<file path="src/rtl/rob_retire_ctrl_pkg.sv">
// Shared configuration for the retire sequencer: register-index widths, FSM encoding
// and the ROB entry field layout so the ROB and the retire logic agree on fields.
package rob_retire_ctrl_pkg;

  localparam int PROJ_NUM_ARCH_REGS = 32;
  localparam int PROJ_NUM_PHYS_REGS = 64;
  localparam int ARCH_W             = $clog2(PROJ_NUM_ARCH_REGS);
  localparam int PHYS_W             = $clog2(PROJ_NUM_PHYS_REGS);
  localparam int PC_W               = 32;

  typedef enum logic [1:0] {
    RUN      = 2'd0,
    FLUSH    = 2'd1,
    REDIRECT = 2'd2
  } retire_state_e;

  // ROB entry layout, LSB first
  localparam int ROB_VALID_BIT   = 0;
  localparam int ROB_READY_BIT   = 1;
  localparam int ROB_REGUPD_BIT  = 2;
  localparam int ROB_MISPRED_BIT = 3;
  localparam int ROB_ARCH_LSB    = 4;
  localparam int ROB_PHYS_LSB    = ROB_ARCH_LSB + ARCH_W;
  localparam int ROB_ALTPC_LSB   = ROB_PHYS_LSB + PHYS_W;
  localparam int ROB_ENTRY_W     = ROB_ALTPC_LSB + PC_W;

  function automatic int flush_timer_width(input int cycles);
    return $clog2(cycles) + 1;
  endfunction

endpackage

</file>
<file path="src/rtl/rob_retire_ctrl_if.sv">
// Head-of-ROB, R-RAT, free-list, flush and redirect signals of the retire sequencer.
// The master side is the retire controller; the slave side is the surrounding core.
interface rob_retire_ctrl_if
  import rob_retire_ctrl_pkg::*;
#(
  parameter int NUM_ARCH_REGS = PROJ_NUM_ARCH_REGS,
  parameter int NUM_PHYS_REGS = PROJ_NUM_PHYS_REGS
);

  localparam int AW = $clog2(NUM_ARCH_REGS);
  localparam int PW = $clog2(NUM_PHYS_REGS);

  logic            Head_valid_IN;
  logic            Head_ready_IN;
  logic            Head_regupdate_IN;
  logic [AW-1:0]   Head_arch_IN;
  logic [PW-1:0]   Head_phys_IN;
  logic            Head_mispredict_IN;
  logic [PC_W-1:0] Head_alt_pc_IN;
  logic [PW-1:0]   RRAT_old_phys_IN;

  logic            Pop_OUT;
  logic            RRAT_we_OUT;
  logic [AW-1:0]   RRAT_arch_OUT;
  logic [PW-1:0]   RRAT_phys_OUT;
  logic            Free_valid_OUT;
  logic [PW-1:0]   Free_phys_OUT;
  logic            Flush_OUT;
  logic            Redirect_valid_OUT;
  logic [PC_W-1:0] Redirect_PC_OUT;
  logic [31:0]     Retired_count_OUT;

  modport master (
    input  Head_valid_IN, Head_ready_IN, Head_regupdate_IN, Head_arch_IN,
           Head_phys_IN, Head_mispredict_IN, Head_alt_pc_IN, RRAT_old_phys_IN,
    output Pop_OUT, RRAT_we_OUT, RRAT_arch_OUT, RRAT_phys_OUT, Free_valid_OUT,
           Free_phys_OUT, Flush_OUT, Redirect_valid_OUT, Redirect_PC_OUT,
           Retired_count_OUT
  );

  modport slave (
    output Head_valid_IN, Head_ready_IN, Head_regupdate_IN, Head_arch_IN,
           Head_phys_IN, Head_mispredict_IN, Head_alt_pc_IN, RRAT_old_phys_IN,
    input  Pop_OUT, RRAT_we_OUT, RRAT_arch_OUT, RRAT_phys_OUT, Free_valid_OUT,
           Free_phys_OUT, Flush_OUT, Redirect_valid_OUT, Redirect_PC_OUT,
           Retired_count_OUT
  );

endinterface

</file>
<file path="src/rtl/rob_retire_ctrl_flush_timer.sv">
// Loadable down-counter that times the pipeline flush; done pulses in the last
// enabled cycle so the sequencer can leave FLUSH on that edge.
module retire_flush_timer
  import rob_retire_ctrl_pkg::*;
#(
  parameter int CYCLES = 2
) (
  input  logic clk,
  input  logic rst,
  input  logic load,
  input  logic enable,
  output logic done
);

  localparam int W = flush_timer_width(CYCLES);

  logic [W-1:0] count_q, count_d;

  always_comb begin
    count_d = count_q;
    if (load) begin
      count_d = W'(CYCLES);
    end else if (enable && (count_q != '0)) begin
      count_d = count_q - 1'b1;
    end
  end

  always_ff @(posedge clk or posedge rst) begin
    if (rst) begin
      count_q <= '0;
    end else begin
      count_q <= count_d;
    end
  end

  assign done = enable && (count_q == W'(1));

endmodule

</file>
<file path="src/rtl/rob_retire_ctrl.sv">
// Retire sequencer at the ROB head: pops completed entries, commits the R-RAT,
// frees superseded physical registers and runs flush/redirect on a mispredict.
module rob_retire_ctrl
  import rob_retire_ctrl_pkg::*;
#(
  parameter int NUM_ARCH_REGS = PROJ_NUM_ARCH_REGS,
  parameter int NUM_PHYS_REGS = PROJ_NUM_PHYS_REGS,
  parameter int FLUSH_CYCLES  = 2
) (
  input logic CLK,
  input logic RESET,
  rob_retire_ctrl_if.master bus
);

  localparam int AW = $clog2(NUM_ARCH_REGS);
  localparam int PW = $clog2(NUM_PHYS_REGS);

  retire_state_e   state_q, state_d;
  logic            pop, mis_pop, timer_done;
  logic [PW-1:0]   old_map;

  logic            rrat_we_q, rrat_we_d;
  logic [AW-1:0]   rrat_arch_q, rrat_arch_d;
  logic [PW-1:0]   rrat_phys_q, rrat_phys_d;
  logic            free_valid_q, free_valid_d;
  logic [PW-1:0]   free_phys_q, free_phys_d;
  logic            flush_q, flush_d;
  logic            redirect_valid_q, redirect_valid_d;
  logic [PC_W-1:0] redirect_pc_q, redirect_pc_d;
  logic [PC_W-1:0] alt_pc_q, alt_pc_d;
  logic [31:0]     retired_count_q, retired_count_d;

  retire_flush_timer #(.CYCLES(FLUSH_CYCLES)) u_flush_timer (
    .clk    (CLK),
    .rst    (RESET),
    .load   (mis_pop),
    .enable (state_q == FLUSH),
    .done   (timer_done)
  );

  // Pop is gated by reset too so every output reads 0 while reset is held
  always_comb begin
    pop     = !RESET && (state_q == RUN) && bus.Head_valid_IN && bus.Head_ready_IN;
    mis_pop = pop && bus.Head_mispredict_IN;
    state_d = state_q;
    case (state_q)
      RUN:      if (mis_pop)    state_d = FLUSH;
      FLUSH:    if (timer_done) state_d = REDIRECT;
      REDIRECT:                 state_d = RUN;
      default:                  state_d = RUN;
    endcase
  end

  // The R-RAT write from the previous retire is not yet visible in the R-RAT read port
  always_comb begin
    old_map = (rrat_we_q && (rrat_arch_q == bus.Head_arch_IN)) ? rrat_phys_q
                                                               : bus.RRAT_old_phys_IN;
    rrat_we_d    = 1'b0;
    rrat_arch_d  = '0;
    rrat_phys_d  = '0;
    free_valid_d = 1'b0;
    free_phys_d  = '0;
    if (pop && bus.Head_regupdate_IN) begin
      free_valid_d = 1'b1;
      if (bus.Head_arch_IN != '0) begin
        rrat_we_d   = 1'b1;
        rrat_arch_d = bus.Head_arch_IN;
        rrat_phys_d = bus.Head_phys_IN;
        free_phys_d = old_map;
      end else begin
        free_phys_d = bus.Head_phys_IN;
      end
    end
    retired_count_d  = retired_count_q + {31'd0, pop};
    alt_pc_d         = mis_pop ? bus.Head_alt_pc_IN : alt_pc_q;
    flush_d          = (state_d == FLUSH);
    redirect_valid_d = (state_d == REDIRECT);
    redirect_pc_d    = (state_d == REDIRECT) ? alt_pc_q : '0;
  end

  always_ff @(posedge CLK or posedge RESET) begin
    if (RESET) begin
      state_q          <= RUN;
      rrat_we_q        <= 1'b0;
      rrat_arch_q      <= '0;
      rrat_phys_q      <= '0;
      free_valid_q     <= 1'b0;
      free_phys_q      <= '0;
      flush_q          <= 1'b0;
      redirect_valid_q <= 1'b0;
      redirect_pc_q    <= '0;
      alt_pc_q         <= '0;
      retired_count_q  <= '0;
    end else begin
      state_q          <= state_d;
      rrat_we_q        <= rrat_we_d;
      rrat_arch_q      <= rrat_arch_d;
      rrat_phys_q      <= rrat_phys_d;
      free_valid_q     <= free_valid_d;
      free_phys_q      <= free_phys_d;
      flush_q          <= flush_d;
      redirect_valid_q <= redirect_valid_d;
      redirect_pc_q    <= redirect_pc_d;
      alt_pc_q         <= alt_pc_d;
      retired_count_q  <= retired_count_d;
    end
  end

  assign bus.Pop_OUT            = pop;
  assign bus.RRAT_we_OUT        = rrat_we_q;
  assign bus.RRAT_arch_OUT      = rrat_arch_q;
  assign bus.RRAT_phys_OUT      = rrat_phys_q;
  assign bus.Free_valid_OUT     = free_valid_q;
  assign bus.Free_phys_OUT      = free_phys_q;
  assign bus.Flush_OUT          = flush_q;
  assign bus.Redirect_valid_OUT = redirect_valid_q;
  assign bus.Redirect_PC_OUT    = redirect_pc_q;
  assign bus.Retired_count_OUT  = retired_count_q;

endmodule
</file>
<file path="src/flat_wrapper.sv">
// flat-port wrapper written by rule: the top's interface ports become plain ports
module rob_retire_ctrl_flat import rob_retire_ctrl_pkg::*;
#(
  parameter int NUM_ARCH_REGS = PROJ_NUM_ARCH_REGS,
  parameter int NUM_PHYS_REGS = PROJ_NUM_PHYS_REGS,
  parameter int FLUSH_CYCLES  = 2
)
  (CLK, RESET, bus_Head_valid_IN, bus_Head_ready_IN, bus_Head_regupdate_IN, bus_Head_arch_IN, bus_Head_phys_IN, bus_Head_mispredict_IN, bus_Head_alt_pc_IN, bus_RRAT_old_phys_IN, bus_Pop_OUT, bus_RRAT_we_OUT, bus_RRAT_arch_OUT, bus_RRAT_phys_OUT, bus_Free_valid_OUT, bus_Free_phys_OUT, bus_Flush_OUT, bus_Redirect_valid_OUT, bus_Redirect_PC_OUT, bus_Retired_count_OUT);
  rob_retire_ctrl_if #(.NUM_ARCH_REGS(NUM_ARCH_REGS), .NUM_PHYS_REGS(NUM_PHYS_REGS)) bus_i ();
  input logic CLK;
  input logic RESET;
  input wire logic [$bits(bus_i.Head_valid_IN)-1:0] bus_Head_valid_IN;
  input wire logic [$bits(bus_i.Head_ready_IN)-1:0] bus_Head_ready_IN;
  input wire logic [$bits(bus_i.Head_regupdate_IN)-1:0] bus_Head_regupdate_IN;
  input wire logic [$bits(bus_i.Head_arch_IN)-1:0] bus_Head_arch_IN;
  input wire logic [$bits(bus_i.Head_phys_IN)-1:0] bus_Head_phys_IN;
  input wire logic [$bits(bus_i.Head_mispredict_IN)-1:0] bus_Head_mispredict_IN;
  input wire logic [$bits(bus_i.Head_alt_pc_IN)-1:0] bus_Head_alt_pc_IN;
  input wire logic [$bits(bus_i.RRAT_old_phys_IN)-1:0] bus_RRAT_old_phys_IN;
  output wire logic [$bits(bus_i.Pop_OUT)-1:0] bus_Pop_OUT;
  output wire logic [$bits(bus_i.RRAT_we_OUT)-1:0] bus_RRAT_we_OUT;
  output wire logic [$bits(bus_i.RRAT_arch_OUT)-1:0] bus_RRAT_arch_OUT;
  output wire logic [$bits(bus_i.RRAT_phys_OUT)-1:0] bus_RRAT_phys_OUT;
  output wire logic [$bits(bus_i.Free_valid_OUT)-1:0] bus_Free_valid_OUT;
  output wire logic [$bits(bus_i.Free_phys_OUT)-1:0] bus_Free_phys_OUT;
  output wire logic [$bits(bus_i.Flush_OUT)-1:0] bus_Flush_OUT;
  output wire logic [$bits(bus_i.Redirect_valid_OUT)-1:0] bus_Redirect_valid_OUT;
  output wire logic [$bits(bus_i.Redirect_PC_OUT)-1:0] bus_Redirect_PC_OUT;
  output wire logic [$bits(bus_i.Retired_count_OUT)-1:0] bus_Retired_count_OUT;
  assign bus_i.Head_valid_IN = bus_Head_valid_IN;
  assign bus_i.Head_ready_IN = bus_Head_ready_IN;
  assign bus_i.Head_regupdate_IN = bus_Head_regupdate_IN;
  assign bus_i.Head_arch_IN = bus_Head_arch_IN;
  assign bus_i.Head_phys_IN = bus_Head_phys_IN;
  assign bus_i.Head_mispredict_IN = bus_Head_mispredict_IN;
  assign bus_i.Head_alt_pc_IN = bus_Head_alt_pc_IN;
  assign bus_i.RRAT_old_phys_IN = bus_RRAT_old_phys_IN;
  assign bus_Pop_OUT = bus_i.Pop_OUT;
  assign bus_RRAT_we_OUT = bus_i.RRAT_we_OUT;
  assign bus_RRAT_arch_OUT = bus_i.RRAT_arch_OUT;
  assign bus_RRAT_phys_OUT = bus_i.RRAT_phys_OUT;
  assign bus_Free_valid_OUT = bus_i.Free_valid_OUT;
  assign bus_Free_phys_OUT = bus_i.Free_phys_OUT;
  assign bus_Flush_OUT = bus_i.Flush_OUT;
  assign bus_Redirect_valid_OUT = bus_i.Redirect_valid_OUT;
  assign bus_Redirect_PC_OUT = bus_i.Redirect_PC_OUT;
  assign bus_Retired_count_OUT = bus_i.Retired_count_OUT;
  rob_retire_ctrl #(.NUM_ARCH_REGS(NUM_ARCH_REGS), .NUM_PHYS_REGS(NUM_PHYS_REGS), .FLUSH_CYCLES(FLUSH_CYCLES)) u_core (.CLK(CLK), .RESET(RESET), .bus(bus_i));
endmodule
</file>
<file path="config.mk">
export PLATFORM = sky130hd
export DESIGN_NAME = rob_retire_ctrl_flat
export DESIGN_NICKNAME = d
export VERILOG_FILES = /design/src/rtl/rob_retire_ctrl_pkg.sv /design/src/rtl/rob_retire_ctrl_if.sv /design/src/rtl/rob_retire_ctrl_flush_timer.sv /design/src/rtl/rob_retire_ctrl.sv /design/src/flat_wrapper.sv
export SDC_FILE = /design/constraint.sdc
export NUM_CORES = 1
export LEC_CHECK = 0
export BUFFER_PORTS_ARGS = -buffer_cell sky130_fd_sc_hd__buf_4
export CAP_MARGIN = 20
export CORE_ASPECT_RATIO = 1.4
export CORE_MARGIN = 5
export CORE_UTILIZATION = 39
export CTS_CLUSTER_SIZE = 25
export DETAILED_ROUTE_END_ITERATION = 6
export PLACE_DENSITY_LB_ADDON = 0.2
export SLEW_MARGIN = 20
export SYNTH_ARGS = -nofsm -noshare
export SYNTH_HDL_FRONTEND = slang
export SYNTH_SLANG_ARGS = --single-unit
</file>
<file path="constraint.sdc">
create_clock -name CLK -period 4.7 [get_ports CLK]
set_clock_uncertainty 0.05 [all_clocks]
set_input_delay 0.235 -clock CLK [delete_from_list [all_inputs] [get_ports CLK]]
set_output_delay 0.235 -clock CLK [all_outputs]
set_load 0.05 [all_outputs]
</file>
# After elaboration in Yosys (flattened, before gate mapping)
# Cells that the tools add are included.
[totals]
ramBits = 0
latchBits = 0
ff_bits = 121
mem_count = 0
mem_bits_ro = 0
[op_classes]
reduce_logical = 13
n_shift = 0
div_mod_pow = 0
multipliers = 0
n_eq_ne = 5
magnitude_cmp = 0
add_sub_neg = 2
bitwise_logic = 0
n_mux = 16
[op_table]
columns = ["op", "n"]
rows = [
  ["32-bit by 1-bit adder with 32-bit output", 1],
  ["32-bit 2-to-1 mux", 1],
  ["6-bit 2-to-1 mux", 5],
  ["5-bit 2-to-1 mux", 2],
  ["1-bit logical AND", 8],
  ["2-bit 2-to-1 mux", 4],
  ["2-bit by 1-bit == test with 1-bit output (second input constant)", 3],
  ["5-bit == test", 1],
  ["5-bit nonzero test", 1],
  ["2-bit one-hot mux with 2 select lines", 1],
  ["2-bit nonzero test", 2],
  ["1-bit 2-to-1 mux", 3],
  ["2-bit == test (second input constant)", 1],
  ["2-bit logical NOT", 1],
  ["2-bit by 1-bit subtractor with 2-bit output (second input constant)", 1],
  ["1-bit logical NOT", 1],
]

# Logic depth before layout (Yosys ltp)
# Gate-level depths: netlist (run 1).
[depth]
depth_word = 9
depth_mapped = 9
mapped_depth_nobuf = 9

# Modules after synthesis
# Synthesis (run 1) repeated with hierarchy kept, for this count alone.
[hier_totals]
hier_cells = 346
hier_area_um2 = 4684.5
[by_module_without_submodules]
columns = ["mod", "area_per_inst_um2", "seq_area_each_um2", "cells_per_inst", "n_inst"]
rows = [
  ["rob_retire_ctrl", 4531.8, 2977.9, 331, 1],
  ["retire_flush_timer", 152.6, 50.0, 15, 1],
]

# Worst setup path before layout (run 1)
# Ideal clock, no wire load.
[synth_timing]
kind = "reg2reg"
from = "reg u_core.state_q[0]"
to = "reg u_core.retired_count_q[20], in the netlist u_core.bus.Retired_count_OUT[20]"
t_arrival_ns = 2.708
required_ns = 4.507
stages_incl_launch_ff = 9
setup_slack_ns = 1.799
setup_time_ns = 0.143
path_cell_list = "dfrtp_1 nor4_4 ha_1 ha_1 nand3_1 nor4_4 and3_4 nand3_2 xnor2_1"
[synth_via]
elab_chain_cells = 5
[synth_lines]
columns = ["item", "line_no", "rtl"]
rows = [
  ["start, declared", "rob_retire_ctrl.sv:18", "retire_state_e state_q, state_d;"],
  ["start signal, assigned", "rob_retire_ctrl.sv:95", "state_q <= state_d;"],
  ["2-bit logical NOT", "rob_retire_ctrl.sv:43", "pop = !RESET && (state_q == RUN) && bus.Head_valid_IN && bus.Head_ready_IN;"],
  ["1-bit logical AND (3 in a row)", "rob_retire_ctrl.sv:43", ""],
  ["named net bus_Pop_OUT", "flat_wrapper.sv:20", "output wire logic [$bits(bus_i.Pop_OUT)-1:0] bus_Pop_OUT;"],
  ["32-bit by 1-bit adder with 32-bit output", "rob_retire_ctrl.sv:74", "retired_count_d = retired_count_q + {31'd0, pop};"],
  ["named net u_core.retired_count_d[20]", "rob_retire_ctrl.sv:31", "logic [31:0] retired_count_q, retired_count_d;"],
  ["end signal, assigned", "rob_retire_ctrl.sv:105", "retired_count_q <= retired_count_d;"],
  ["end, declared", "rob_retire_ctrl.sv:31", ""],
]
# The timed path passes the listed nets, and every way through them passes these cells.
# A chain may end at the register's enable or synchronous reset.

# Worst setup path after layout (run 1)
[layout_timing]
from = "reg u_core.state_q[0]"
to = "reg u_core.retired_count_q[26], in the netlist u_core.bus.Retired_count_OUT[26]"
[layout_via]
elab_chain_cells = 5
[layout_lines]
columns = ["item", "line_no"]
rows = [
  ["2-bit logical NOT", "rob_retire_ctrl.sv:43"],
  ["1-bit logical AND (3 in a row)", "rob_retire_ctrl.sv:43"],
  ["32-bit by 1-bit adder with 32-bit output", "rob_retire_ctrl.sv:74"],
  ["named net u_core.retired_count_d[26]", "rob_retire_ctrl.sv:31"],
]
# The timed path passes the listed nets, and every way through them passes these cells.

==> results of run 1 <==
## timing repair
item                                   4_1_cts  5_1_grt
resized for setup                            0        0
endpoints found under the hold margin       12        1
hold buffers                                12        1
## routing by layer
| layer | track usage, % | share of wire (%) |
|---|---|---|
| met5 | 0 | 0 |
| met4 | 4.98 | 0.89 |
| met3 | 5.31 | 8.4 |
| met2 | 24.0 | 51 |
| met1 | 18.1 | 40 |
## flip-flops by register name (all words and copies together) (netlist names)
signal,cells
u_core.alt_pc_q,32
u_core.bus.Redirect_PC_OUT,32
u_core.bus.Retired_count_OUT,32
u_core.bus.Free_phys_OUT,6
u_core.bus.RRAT_phys_OUT,6
u_core.bus.RRAT_arch_OUT,5
u_core.state_q,2
u_core.u_flush_timer.count_q,2
u_core.bus.Flush_OUT,1
u_core.bus.Free_valid_OUT,1
u_core.bus.RRAT_we_OUT,1
u_core.bus.Redirect_valid_OUT,1
## logic make-up (layout without fill, tap and decap cells)
family	count (synthesis)	count (layout)
DFF	121	121
and+or+nand+nor	109	109
muxes	38	38
xor gates and xnor gates	36	36
buffers and inverters	14	194
AOI/OAI and AO/OA	10	10
adders and majority gates	4	4
## through the flow
step / cells / setup slack, ns
5_1_grt: 659 / 1.86
3_5_place_dp: 614 / 2.04
4_1_cts: 658 / 2.04
2_1_floorplan: 332 / 1.20
3_3_place_gp: 614 / 2.13
6_report: 659 / 2.07
## Yosys cell counts (all sizes together) (3+ instances only)
master / n
nor4: 4
clkbuf: 3
nand2: 17
dfrtp: 121
and2: 32
xnor2: 23
inv: 7
mux2: 32
buf: 4
o2bb2ai: 6
ha: 4
mux2i: 6
nand4: 9
nor2: 12
and3: 18
xor2: 13
nand3: 11
## worst max path at each step
stage / to / slack (ns)
after floorplan: u_core.alt_pc_q[0] / 1.20
after global placement: u_core.bus.Retired_count_OUT[20] / 2.13
after detailed placement: u_core.bus.Retired_count_OUT[20] / 2.04
after CTS: u_core.bus.Retired_count_OUT[20] / 2.04
after global routing: u_core.bus.Retired_count_OUT[28] / 1.86
final: u_core.bus.Retired_count_OUT[26] / 2.07
## power by group through the flow
stage / sequential, mW / clock, mW / combinational (mW)
global route: 1.36 / 1.51 / 0.654
floorplan: 1.51 / 0 / 0.239
global placement: 1.35 / 0 / 0.584
CTS: 1.34 / 1.45 / 0.611
detailed placement: 1.36 / 0 / 0.600
finish: 1.34 / 1.42 / 0.599
## layout make-up
cell class / instances / area share [%]
clock buffer: 20 / 6.87
sequential: 121 / 45.5
timing repair buffer: 155 / 18.0
tap: 147 / 2.77
inverter: 7 / 0.470
multi-input combinational: 197 / 23.4
clock inverter: 12 / 2.95
## worst reg2reg max path, cell delays in order, from the launching register on
cell     delay (ns)
dfrtp_1        0.40
nor4_4         0.58
ha_1           0.30
ha_1           0.19
nand3_1        0.22
nor4_4         0.29
and3_1         0.26
nand2_1        0.08
xnor2_1        0.14
==> impl_metrics.json, run 1 <==
{
  "clkLatencyLatePin_ns": 0.40,
  "grt_pass1_vias": 3378,
  "drv_slew": 0,
  "nFillCells": 1036,
  "synth_adder_area_share_pct": 1.07,
  "worstSetupStartpointType": "flip-flop",
  "setup-tns-final_ns": 0,
  "crit_chain": "nor4_4 > ha_1 > ha_1 > nand3_1 > nor4_4 > and3_1 > nand2_1 > xnor2_1",
  "fin_crit_sh_pct": 56.0,
  "cts_setup_buffers": 0,
  "numClockSinks": 121,
  "tritoncts": "done",
  "pwr-share-clk_pct": 42.3,
  "worstReg2RegStart": "u_core.state_q[0]",
  "worstSetupEndpointType": "flip-flop",
  "layout_commonest_cell": "buf_4",
  "status": "finished, violations left",
  "synth_cell_types": 30,
  "intPower_mw": 2.46,
  "initial_core_util_pct": 39.6,
  "grt_max_degree": 80,
  "hp-class": "in2async",
  "area_delta_synth_final_pct": 42.7,
  "multiInputGateArea_sq_um": 1560,
  "cts_made_buffers": 17,
  "cts_max_level": 4,
  "crit_family": "simple AND/OR/NAND/NOR gates",
  "cp_max_fo": 10,
  "muxShareOfSynthArea_pct": 9.02,
  "synth_area_leaders": "dfrtp_1 65%, mux2_2 7.7%, xnor2_1 4.3%",
  "p_leak_nw": 3.40,
  "reg2reg_to": "u_core.bus.Retired_count_OUT[26]",
  "total_power_mw": 3.35,
  "drt_pass1_iterations": 4,
  "drt_wl_total_mm": 10.0,
  "core_area_sq_um": 11800,
  "worst-path-buf-inv": 0,
  "fin_area_sq_um": 6650,
  "timing.slew.headroom_pct": 53.7,
  "clkTransAtPathRegs_ns": 0.06,
  "synth_simple_gate_area_share_pct": 14.9,
  "antenna_found_initial": 0,
  "crit_start": "u_core.state_q[0]",
  "grt-ovfl-total": 0,
  "cp_slowest_cell": "nor4_4",
  "postSynthCellCount": 332,
  "hold_slack_ns": -0.0629,
  "row_count": 47,
  "worst_slew_pin_slew_ns": 0.694,
  "switching_share_pct": 26.5,
  "gp_congestion": 0.781,
  "synth-seq-cells": 121,
  "num_vias": 3130,
  "wl_per_cell_um": 15.2,
  "finalNetCount": 558,
  "netlist.top_cell.by_area": "dfrtp_1",
  "drive_gt1_share_pct": 42.8,
  "root_buffer": "clkbuf_16",
  "final_cell_mix": "142 x buf_4, 121 x dfrtp_1, 32 x mux2_2, 32 x and2_1, 23 x xnor2_1",
  "synth_nets": 391,
  "die_y_um": 139,
  "r2r_slack_ns": 2.07,
  "ys_warn_count": 0,
  "io_buffers": 140,
  "ios": 141,
  "syn_avg_cell_area_sq_um": 14.0,
  "power.density_nw_per_um2": 504,
  "rsz0062_at_grt": "false",
  "async_flop_share_pct": 100,
  "synth.yosys.seq_area_share_pct": 65.0,
  "dpl.hpwl_mm": 7.03,
  "synth-compound-area-share_pct": 1.61,
  "drt_iter0_drc": 43,
  "die_area_sq_um": 14300,
  "ys.flop_type": "dfrtp_1",
  "clk_path_buf_depth": 2,
  "cp.arrival_ns": 2.86,
  "r2r_cells": 8,
  "die_w_um": 102,
  "p_sw_mw": 0.888,
  "seqPwrFrac_pct": 39.9,
  "cp.depth": 8,
  "violations": "hold timing",
  "fin_util_pct": 56.5,
  "synth_area_sq_um": 4660,
  "grt_pass1_wl_mm": 16.5,
  "synth_top_area_share_pct": 65.0,
  "vdd_ir_drop_max_mv": 0.309,
  "finalHoldViolations": 78,
  "grt_usage_pct": 14.8,
  "crit_type": "reg2reg",
  "placed_area_sq_um": 5860,
  "synth_xor_area_share_pct": 6.77,
  "comb_power_share_pct": 17.9,
  "setup_viol": 0,
  "vias_per_cell": 4.75,
  "slowest_delay_ns": 0.58,
  "worstPathRequired_ns": 4.93,
  "diodes": 0,
  "synth_edf_count": 0,
  "fmax_mhz": 380,
  "seqCellArea_sq_um": 3030,
  "min_period_ns": 2.63,
  "synth_top_family_by_area": "simple AND/OR/NAND/NOR gates",
  "drv_cap": 0,
  "post-route-drc-count": 0,
  "antenna_left": 0
}
No activity file was read; power rests on OpenSTA's default activity.
==> run 2, diff against run 1 <==
==> constraint.sdc (replaced) <==
create_clock -name CLK -period 2.15 [get_ports CLK]
set_clock_uncertainty 0.05 [all_clocks]
set_input_delay 0.1075 -clock CLK [delete_from_list [all_inputs] [get_ports CLK]]
set_output_delay 0.1075 -clock CLK [all_outputs]
set_load 0.05 [all_outputs]
==> impl_metrics.json, run 2 (synthesized netlist as in run 1, its figures left out) <==
{
  "status": "finished clean",
  "dpl.hpwl_mm": 7.20,
  "post-route-drc-count": 0,
  "ios": 141,
  "total_power_mw": 7.12,
  "grt_max_degree": 77,
  "hp-class": "in2async",
  "grt_usage_pct": 15.9,
  "antenna_found_initial": 0,
  "cp.arrival_ns": 2.33,
  "final_cell_mix": "151 x buf_4, 121 x dfrtp_1, 52 x dlygate4sd3_1, 32 x mux2_2, 32 x and2_1",
  "die_w_um": 102,
  "crit_type": "in2reg",
  "r2r_cells": 8,
  "area_delta_synth_final_pct": 52.4,
  "cp_max_fo": 4,
  "antenna_left": 0,
  "drv_cap": 0,
  "numClockSinks": 121,
  "drive_gt1_share_pct": 42.1,
  "setup_viol": 0,
  "cts_made_buffers": 17,
  "dp_cells": 618,
  "wl_per_cell_um": 15.4,
  "reg2reg_to": "u_core.bus.Retired_count_OUT[20]",
  "layout.cells.non_filler": 708,
  "hold_slack_ns": 0.202,
  "min_period_ns": 2.10,
  "worstPathRequired_ns": 2.39,
  "worst_slew_pin_slew_ns": 0.489,
  "num_vias": 3303,
  "die_y_um": 139,
  "layout_commonest_cell": "buf_4",
  "initial_core_util_pct": 39.6,
  "grt_pass1_vias": 3627,
  "clkLatencyLatePin_ns": 0.40,
  "fin_util_pct": 60.4,
  "power.density_nw_per_um2": 1000,
  "io_buffers": 140,
  "cp_slowest_cell": "dlygate4sd3_1",
  "core_area_sq_um": 11800,
  "grt_pass1_wl_mm": 17.9,
  "final.setup.worst_slack_ns": 0.0520,
  "crit_chain": "dlygate4sd3_1 > buf_4 > nor4_4 > ha_2 > ha_4 > nand3_4 > nor4_4 > and3_4 > nand3_2 > xnor2_1",
  "tritoncts": "done",
  "r2r_slack_ns": 0.07,
  "drv_slew": 0,
  "worstReg2RegStart": "u_core.state_q[1]",
  "gp_congestion": 0.750,
  "fmax_mhz": 477,
  "vdd_ir_drop_max_mv": 0.598,
  "clk_path_buf_depth": 2,
  "p_leak_nw": 3.59,
  "multiInputGateArea_sq_um": 1600,
  "cts_max_level": 4,
  "drt_iter0_drc": 67,
  "finalNetCount": 607,
  "slowest_delay_ns": 0.54,
  "vias_per_cell": 4.67,
  "diodes": 0,
  "crit_path_frequent_cell": "nor4_4",
  "finalHoldViolations": 0,
  "root_buffer": "clkbuf_16",
  "fin_crit_sh_pct": 97.6,
  "die_area_sq_um": 14300,
  "rsz0062_at_grt": "true",
  "nFillCells": 948,
  "row_count": 47,
  "seqCellArea_sq_um": 3030,
  "drt_wl_total_mm": 10.9,
  "worstSetupStartpointType": "input port",
  "preCtsSetupSlack_ns": 0.0379,
  "worstSetupEndpointType": "flip-flop",
  "clkTransAtPathRegs_ns": 0.06,
  "drt_pass1_iterations": 4,
  "grt-ovfl-total": 0,
  "timing.slew.headroom_pct": 67.4
}
==> run 2: changes by cell type in the layout (fill, tap and decap cells not counted), sizes merged, moves of 2 or more <==
cell and delta:
dlygate4sd3 +39, buf +10, bufinv -3, clkbuf -2, clkinv +2, clkinvlp +2
==> run 2: what timing repair did <==
action	4_1_cts	5_1_grt
buffers inserted	0	6
endpoints found under the setup margin	0	15
endpoints found under the hold margin	60	0
hold buffers	52	0
resized for setup	0	3
==> run 2: worst max-delay path by stage <==
stage	startpoint	to	slack [ns]
2_1_floorplan	u_core.state_q[1]	u_core.bus.Retired_count_OUT[20]	-0.66
6_report	RESET	u_core.bus.Retired_count_OUT[20]	0.05
5_1_grt	u_core.state_q[1]	u_core.bus.Retired_count_OUT[26]	-0.11
3_5_place_dp	u_core.state_q[1]	u_core.bus.Retired_count_OUT[20]	0.04
4_1_cts	u_core.state_q[1]	u_core.bus.Retired_count_OUT[29]	0.03
3_3_place_gp	u_core.state_q[1]	u_core.bus.Retired_count_OUT[20]	0.07
==> run 2: area by class of cell <==
class | instances | area share [%]
flip-flops and latches | 121 | 42.6
repair buffers | 204 | 23.6
multi-input cells | 197 | 22.5
clock buffers | 18 | 6.19
well taps | 147 | 2.59
clock inverters | 14 | 2.10
inverters | 7 | 0.423
==> run 2: metrics by stage <==
stage	TNS (ns)	area, sq um
after global placement	0	5930
after CTS	0	7040
after global routing	-0.627	7100
after detailed placement	0	5930
after floorplan	-12.96	4690
final	0	7100
==> run 2: where the power goes <==
part	leakage [nW]	total [mW]	internal [mW]	switching [mW]
clock network	0.279	2.79	1.74	1.05
logic	1.70	1.38	0.615	0.764
registers	1.61	2.95	2.72	0.230
==> run 2: layer usage <==
layer	routed length (um)	GRT usage [%]	vias up
li1	-	-	1556
met3	759	5.41	17
met5	0	0	-
met1	4420	19.5	1623
met4	240	6.84	0
met2	5480	25.1	107
==> run 2: worst max-delay path, delay by kind of cell <==
kind | cells | cell delay (ns)
fa+ha+maj | 2 | 0.41
simple gates | 5 | 0.98
buf+inv | 2 | 0.70
xor+xnor | 1 | 0.13
==> run 3, diff against run 2 <==
--- a/config.mk
+++ b/config.mk
@@ -13,6 +13,7 @@
 export CTS_CLUSTER_SIZE = 25
 export DETAILED_ROUTE_END_ITERATION = 6
 export PLACE_DENSITY_LB_ADDON = 0.2
+export SKIP_CTS_REPAIR_TIMING = 1
 export SLEW_MARGIN = 20
 export SYNTH_ARGS = -nofsm -noshare
 export SYNTH_HDL_FRONTEND = slang
==> constraint.sdc (replaced) <==
create_clock -name CLK -period 2.15 [get_ports CLK]
set_clock_uncertainty 0.05 [all_clocks]
set_input_delay 0.43 -clock CLK [delete_from_list [all_inputs] [get_ports CLK]]
set_output_delay 0.43 -clock CLK [all_outputs]
set_load 0.05 [all_outputs]
==> impl_metrics.json, run 3 (synthesized netlist as in run 1, its figures left out) <==
{
  "status": "finished, violations left",
  "violations": "setup timing",
  "dpl.hpwl_mm": 7.25,
  "drive_gt1_share_pct": 46.7,
  "setup_viol": 2,
  "vias_per_cell": 4.69,
  "cts_max_level": 4,
  "final.setup.worst_slack_ns": -0.00883,
  "multiInputGateArea_sq_um": 1610,
  "final_cell_mix": "153 x buf_4, 121 x dfrtp_1, 32 x mux2_2, 32 x and2_1, 23 x xnor2_1",
  "intPower_mw": 4.75,
  "placed_area_sq_um": 5980,
  "grt_pass1_vias": 3392,
  "worstSetupStartpointType": "flip-flop",
  "comb_power_share_pct": 19.5,
  "numClockSinks": 121,
  "crit_type": "reg2reg",
  "fin_area_sq_um": 6540,
  "cts_made_buffers": 17,
  "row_count": 47,
  "dp_cells": 624,
  "diodes": 0,
  "p_leak_nw": 3.36,
  "pwr-share-clk_pct": 36.3,
  "post-route-drc-count": 0,
  "nFillCells": 1034,
  "fmax_mhz": 463,
  "cp.arrival_ns": 2.39,
  "core_area_sq_um": 11800,
  "min_period_ns": 2.16,
  "drt_iter0_drc": 50,
  "drt_wl_total_mm": 10.2,
  "cp_max_fo": 4,
  "switching_share_pct": 28.6,
  "drt_pass1_iterations": 4,
  "die_y_um": 139,
  "seqCellArea_sq_um": 3030,
  "grt_max_degree": 73,
  "fin_crit_sh_pct": 100,
  "io_buffers": 140,
  "hp-class": "in2reg",
  "initial_core_util_pct": 39.6,
  "finalHoldViolations": 0,
  "r2r_cells": 8,
  "clk_path_buf_depth": 2,
  "rsz0062_at_grt": "true",
  "antenna_found_initial": 0,
  "min_from": "bus_Head_mispredict_IN",
  "crit_start": "u_core.state_q[0]",
  "drv_slew": 0,
  "antenna_left": 0,
  "die_area_sq_um": 14300,
  "reg2reg_to": "u_core.bus.Retired_count_OUT[20]",
  "power.density_nw_per_um2": 1020,
  "root_buffer": "clkbuf_16",
  "r2r_slack_ns": -0.009,
  "worstReg2RegStart": "u_core.state_q[0]",
  "min_path_cells": 2,
  "drv_cap": 0,
  "ios": 141,
  "area_delta_synth_final_pct": 40.5,
  "layout_commonest_cell": "buf_4",
  "layout.cells.non_filler": 659,
  "worst_slew_pin_slew_ns": 0.467,
  "total_power_mw": 6.66,
  "grt_pass1_wl_mm": 16.7,
  "vdd_ir_drop_max_mv": 0.632,
  "clkLatencyLatePin_ns": 0.40,
  "clkTransAtPathRegs_ns": 0.05,
  "gp_congestion": 0.783,
  "tritoncts": "done",
  "p_sw_mw": 1.90,
  "finalNetCount": 559,
  "min_to": "u_core.u_flush_timer.count_q[0]",
  "num_vias": 3093,
  "wl_per_cell_um": 15.4,
  "seqPwrFrac_pct": 44.2,
  "die_w_um": 102,
  "timing.slew.headroom_pct": 68.9,
  "worstPathRequired_ns": 2.38,
  "grt_usage_pct": 15.0,
  "grt-ovfl-total": 0,
  "fin_util_pct": 55.6,
  "worstSetupEndpointType": "flip-flop"
}
## run 3: cell count changes in the layout (fill, tap and decap cells not counted), sizes merged
cell	previous run	this run
inv	8	6
clkinvlp	5	3
dlygate4sd3	52	1
clkinv	6	8
bufinv	2	0
buf	152	155
clkbuf	18	21
## run 3: worst max path at each step
stage | endpoint | slack [ns]
after floorplan | u_core.bus.Retired_count_OUT[20] | -0.69
after global routing | u_core.bus.Retired_count_OUT[23] | -0.13
after CTS | u_core.bus.Retired_count_OUT[30] | -0.04
after global placement | u_core.bus.Retired_count_OUT[20] | -0.09
final | u_core.bus.Retired_count_OUT[20] | -0.009
after detailed placement | u_core.bus.Retired_count_OUT[20] | -0.13
## run 3: power by group through the flow
stage	clock network, mW	registers [mW]	logic (mW)
final	2.41	2.94	1.30
after global routing	2.61	3.00	1.42
after CTS	2.50	2.95	1.33
after detailed placement	0	2.98	1.33
after global placement	0	2.96	1.29
after floorplan	0	3.32	0.530
## run 3: per-stage QoR
stage / TNS, ns / worst slack [ns] / hold slack, ns
floorplan: -13.63 / -0.685 / 0.397
global placement: -1.05 / -0.0866 / 0.329
detailed placement: -1.68 / -0.127 / 0.330
CTS: -0.296 / -0.0376 / -0.101
global route: -1.49 / -0.131 / 0.163
finish: -0.0130 / -0.00883 / 0.178
## run 3: cell type report
type / instances / share of cell area, %
clock buffers: 21 / 6.88
well taps: 147 / 2.81
repair buffers: 156 / 18.2
multi-input cells: 197 / 24.6
flip-flops and latches: 121 / 46.3
inverters: 7 / 0.459
clock inverters: 10 / 0.841
## run 3: critical path: stages (launching register included)
cell and delay [ns]:
dfrtp_1 0.40, nor4_4 0.36, ha_2 0.28, ha_4 0.16, nand3_4 0.08, nor4_4 0.23, and3_4 0.26, nand3_2 0.08
xnor2_1 0.14
## run 3: layer usage
metal,vias up,wire length [um],track usage (%)
met5,-,0,0
met4,0,93,6.01
met3,8,915,6.71
met2,98,5310,24.0
met1,1526,3840,17.3
li1,1461,-,-
